$ cat src/rtl/demux_1_8_reg_v.sv
// Registered 1:8 demultiplexer / scan deserializer: addressed slot writes or sequential scan with frame strobe.
// Optional even parity of the published frame is enabled with the DEMUX_PARITY_EN macro.
module demux_1_8_reg_v #(
    parameter logic [7:0] RST_VAL = 8'h00
) (
    input  logic       i_clk,
    input  logic       i_rst,
    input  logic       i_en,
    input  logic       i_d,
    input  logic [2:0] i_sel_code,
    input  logic       i_auto,
    input  logic       i_clr,
    output logic [7:0] o_code,
    output logic [2:0] o_idx,
    output logic       o_busy,
    output logic [7:0] o_frame,
    output logic       o_frame_vld,
    output logic       o_parity
);

    typedef enum logic {
        IDLE = 1'b0,
        FILL = 1'b1
    } state_t;

    state_t     state_q, state_d;
    logic [7:0] code_q,  code_d;
    logic [7:0] frame_q, frame_d;
    logic [2:0] idx_q,   idx_d;
    logic       vld_q,   vld_d;

    always_comb begin
        state_d = state_q;
        code_d  = code_q;
        frame_d = frame_q;
        idx_d   = idx_q;
        vld_d   = 1'b0;
        if (i_clr) begin
            code_d  = RST_VAL;
            idx_d   = '0;
            state_d = IDLE;
        end else if (!i_auto) begin
            // Leaving scan mode abandons any partial frame; written bits stay in code.
            idx_d   = '0;
            state_d = IDLE;
            if (i_en) begin
                code_d[i_sel_code] = i_d;
            end
        end else if (i_en) begin
            code_d[idx_q] = i_d;
            idx_d         = idx_q + 3'd1;
            state_d       = FILL;
            if (idx_q == 3'd7) begin
                frame_d = {i_d, code_q[6:0]};
                vld_d   = 1'b1;
                state_d = IDLE;
            end
        end
    end

    always_ff @(posedge i_clk or posedge i_rst) begin
        if (i_rst) begin
            state_q <= IDLE;
            code_q  <= RST_VAL;
            frame_q <= RST_VAL;
            idx_q   <= '0;
            vld_q   <= 1'b0;
        end else begin
            state_q <= state_d;
            code_q  <= code_d;
            frame_q <= frame_d;
            idx_q   <= idx_d;
            vld_q   <= vld_d;
        end
    end

`ifdef DEMUX_PARITY_EN
    logic par_q;

    // Parity follows frame updates only, so i_clr leaves it untouched.
    always_ff @(posedge i_clk or posedge i_rst) begin
        if (i_rst) begin
            par_q <= 1'b0;
        end else if (vld_d) begin
            par_q <= ^frame_d;
        end
    end

    assign o_parity = par_q;
`else
    assign o_parity = 1'b0;
`endif

    assign o_code      = code_q;
    assign o_idx       = idx_q;
    assign o_busy      = (state_q == FILL);
    assign o_frame     = frame_q;
    assign o_frame_vld = vld_q;

endmodule

$ cat config.mk
export PLATFORM = sky130hd
export DESIGN_NAME = demux_1_8_reg_v
export DESIGN_NICKNAME = d
export VERILOG_FILES = /design/src/rtl/demux_1_8_reg_v.sv
export SDC_FILE = /design/constraint.sdc
export NUM_CORES = 1
export LEC_CHECK = 0
export BUFFER_PORTS_ARGS = -buffer_cell sky130_fd_sc_hd__buf_2
export CORE_ASPECT_RATIO = 0.6
export CORE_UTILIZATION = 28
export DETAILED_ROUTE_END_ITERATION = 8
export HOLD_SLACK_MARGIN = 0.06
export PLACE_DENSITY = 0.58
export SLEW_MARGIN = 10
export SYNTH_ARGS = -nofsm -noshare
export SYNTH_HDL_FRONTEND = slang
export SYNTH_SLANG_ARGS = --single-unit
$ cat constraint.sdc
create_clock -name i_clk -period 1.55 [get_ports i_clk]
set_input_delay 0.155 -clock i_clk [delete_from_list [all_inputs] [get_ports i_clk]]
set_output_delay 0.155 -clock i_clk [all_outputs]
set_load 0.05 [all_outputs]
**After elaboration in Yosys (flattened, before gate mapping)**

Cells that the tools add are included.

- Add/subtract/negate cells: 1
- Order comparisons: 4
- Equality and inequality tests: 2
- Mux-type cells: 21
- Bitwise logic cells: 1
- Reduce and logical (&&, ||, !) cells: 4

Operators with widths:

| cell | count |
|---|---|
| $mux 8 | 4 |
| $bwmux 8 | 2 |
| $mux 1 | 10 |
| $mux 3 | 3 |
| $lt 3x4->1 const B | 2 |
| $demux 1 s3 | 2 |
| $ge 3x1->1 const B | 2 |
| $reduce_and 4->1 | 1 |
| $add 3x1->3 const B | 1 |
| $eq 3x3->1 const B | 1 |
| $ne 3x2->1 const B | 1 |
| $logic_and 1x1->1 | 2 |
| $reduce_bool 2->1 | 1 |
| $not 1->1 | 1 |

- Register bits after elaboration: 21
- Input bits: 9
- Output and inout port bits: 22
- Word-level logic and storage cells: 38

**Longest topological paths before layout**

- Depth in word-level cells: 8
- Mapped depth: 5

**Least setup slack after synthesis**

OpenSTA, ideal clock, no wires.

- Kind: flip-flop to flip-flop
- Start point: register idx_q[1], in the netlist o_idx[1]
- End point: register frame_q[0], in the netlist o_frame[0]
- Data arrival time: 1646 ps
- Required time: 1425 ps
- Slack: -220 ps
- Cell stages (with the launch flop): 5
- Path buffers: 0
- Cells stage by stage: dfrtp_1 ha_1 ha_1 nand4b_4 mux2_2

- Cells in the longest elaborated chain, start to end: 2

RTL lines:

| item | line | RTL |
|---|---|---|
| start: declaration | 29 | `logic [2:0] idx_q, idx_d;` |
| start signal: assignment | 72 | `idx_q <= idx_d;` |
| $eq 3x3->1 | 53 | `if (idx_q == 3'd7) begin` |
| $reduce_and 4->1 (no line) | n/a |  |
| end signal: assignment | 71 | `frame_q <= frame_d;` |
| end: declaration | 28 | `logic [7:0] frame_q, frame_d;` |

No other way between the ends.
A chain may end at the register's enable or synchronous reset.

**Worst setup path in the final report**

- Start point: register idx_q[1], in the netlist o_idx[1]
- End point: register frame_q[5], in the netlist o_frame[5]

The elaborated chain is that of the path after synthesis.

==> results.md <==
* HP Class: in -> reg
* Ys Warns at 0
* Avg Cell Area, Syn at approximately 12 sq um
* Placed insts at ~170
* Arrival time worst endpoint at ~1.6 ns
* Post-synth EDFFs at 0
* Syn_nets at between 100 and 150
* Cell Rows at 17
* Final setup vio count at 0
* Hold-fix buffers, CTS at 1
* Horiz. Die Dim at 83.8 microns
* Synthesized area at between 0.001 and 0.0015 sq mm
* Post-synth top area cell: dfrtp_1
* Failing checks: design-rule violations
* Nets@finish at between 100 and 150
* Crit. End Element: register
* Clock Tree Buf Depth at 2
* Clock Latency Late Sink at about 0.26 ns
* CP Class: reg -> reg
* Min Tclk post-route at around 1.5 ns
* Maxcap violations at 0
* Hold slack at 0.148 ns
* Vias in the first global route at 850
* CTS tree: yes
* Die Y at 51.1 microns
* Max IR drop VDD at 0.331 mV
* Avg WL per Cell at ~14 microns
* Post-Place Setup Slack at approximately 0.084 ns
* Largest net degree at the start of global routing at 22
* GRT overflow at 0
* GPL Wtd Cong at approximately 0.71
* Non-Filler Instances at 170
* Via count at around 820
* Layout cells sized above 1 at 44.7%
* Async SR Flop Fraction at between 90% and 100%
* Library cells used by synthesis at 28
* Top_reg_cell synth: dfrtp_1
* Resize count post-CTS at 0
* Seq cells post-synth at 21
* Data required time at the worst endpoint at 1.69 ns
* Routed Antenna Nets at 0
* Port-buffer cells at 29
* Fin. Hold Viols at 0
* CTS Buf Count at 3
* Leakage at between 0.7 and 0.8 nW
* Post-CTS setup buffers at 0
* DP Area at between 0.001 and 0.0015 sq mm
* F_max at 684 MHz
* Status: finished with violations
* Cell at the root of the clock tree: clkbuf_8
* Antenna diodes at 0
* WL final at around 2400 microns
* Clock transition at path regs at about 0.07 ns
* Final period utilization at a little over nine tenths
* Drt initial violations at 52
* Finished Cell Area at 0.00139 sq mm
* TritonRoute pass-1 iters at 6
* Post-synthesis sequential area ratio at a little under half
* Top Ports at 31
* Layout Skew at about 0.0016 ns
* Area grow syn2layout at 23.8%
* First-pass GRT wire length at around 4200 microns
* Final TNS setup at 0 ns
* Initial core utilization at 29.9%
* Initial antenna violation count at 0
* RSZ-0062 raised after global routing: false
* Power Density at between 700 and 800 mW/mm^2
* Synth top area cells: dfrtp_1 (47%), mux2i_1 (9.8%), mux2_2 (8.0%)
* Post-Syn Instances at between 90 and 100
* Max-slew violations at 0
* Die ar. at between 0.004 and 0.005 sq mm
* Crit path launch type: register
* Via/cell ratio at 4.83
* Setup ws final at a little under 0.09 ns
* Worst-path fanout max at 9
* Top cell type's share of synthesized area at between 40% and 50%
* H-tree levels at 1
* HPWL after DPL at roughly 1800 microns
* CORE AREA at approximately 0.0038 sq mm
* CTS sink count at 21
* DRC viols at 2
* GRT Total Usage at about 13%
==> synthesized netlist by cell type (2+ instances only) <==
cell       n
dfrtp_1   21
mux2i_1   11
nand2b_1   9
mux2_2     8
o21ai_1    6
nor2_1     4
and4b_1    3
and4bb_2   3
inv_1      3
buf_2      2
ha_1       2
nor4b_1    2
nor4b_2    2
nor4bb_1   2
==> cell families (layout without fill, tap and decap cells) <==
family                   after synthesis  in the layout  synth area share [%]
buffers and inverters                  9             40                  4.23
multiplexers                          19             19                  17.8
AO/OA/AOI/OAI                          8              8                  3.78
other                                  1              1                 0.333
adder cells (fa/ha/maj)                2              2                  2.22
AND/OR/NAND/NOR                       31             31                  24.1
XOR/XNOR                               1              1                 0.779
flip-flops                            21             21                  46.7
==> final timing paths <==
kind / startpoint / to / slack, ns / cells after the start
min: i_d / o_frame[7] / 0.15 / 2
max: o_idx[1] / o_frame[5] / 0.09 / 4
min reg2reg: o_frame[1] / o_frame[1] / 0.50 / 1
max in group asynchronous: i_rst / o_idx[1] / 0.85 / 4
min in group asynchronous: i_rst / o_busy / 0.46 / 4
max reg2reg: o_idx[1] / o_frame[5] / 0.09 / 4
==> state kept, by name, indices dropped and copies added (netlist names) <==
signal,flops
o_frame_vld,1
o_code,8
o_frame,8
o_idx,3
o_busy,1
==> power by group <==
part	total, mW	internal, mW	switching, mW
clock network	0.351	0.179	0.172
logic	0.134	0.0457	0.0880
registers	0.561	0.555	0.00587
total	1.05	0.779	0.266
==> worst max-delay path, stage by stage (launching register included) <==
cell and delay, ns:
dfrtp_4 0.49, ha_4 0.16, ha_2 0.18, nand4b_4 0.16, mux2_2 0.36
==> cell usage in the layout (no fill, tap or decap), types with 2 or more instances in the layout <==
cell type,instances
nor4bb_1,2
inv_1,3
nor4b_1,2
nand2b_1,9
o21ai_1,6
and4bb_2,3
nor2_1,4
dfrtp_1,18
clkbuf_8,3
buf_2,29
nor4b_2,2
buf_4,3
mux2i_1,11
mux2_2,8
and4b_1,3
dfrtp_2,2
==> metrics by stage <==
step           util [%]  power (mW)
5_1_grt            37.0        1.11
4_1_cts            37.0        1.06
2_1_floorplan         -       0.666
3_5_place_dp       35.5       0.705
3_3_place_gp       35.5       0.701
6_report           37.0        1.05
==> layout make-up <==
| type | count | area (sq um) |
|---|---|---|
| Multi-Input combinational cell | 62 | 567 |
| Tap cell | 47 | 58.8 |
| Fill cell | 361 | 2370 |
| Timing Repair Buffer | 33 | 178 |
| Inverter | 3 | 11.3 |
| Sequential cell | 21 | 532 |
| Clock buffer | 3 | 41.3 |
| Clock inverter | 1 | 5.00 |
==> layer usage <==
| layer | track usage, % | part of all wire (%) |
|---|---|---|
| met5 | 0 | 0 |
| met3 | 5.17 | 4.6 |
| met1 | 16.0 | 47 |
| met4 | 2.59 | 0.83 |
| met2 | 20.9 | 48 |
Power figures use the tool's default switching activity.
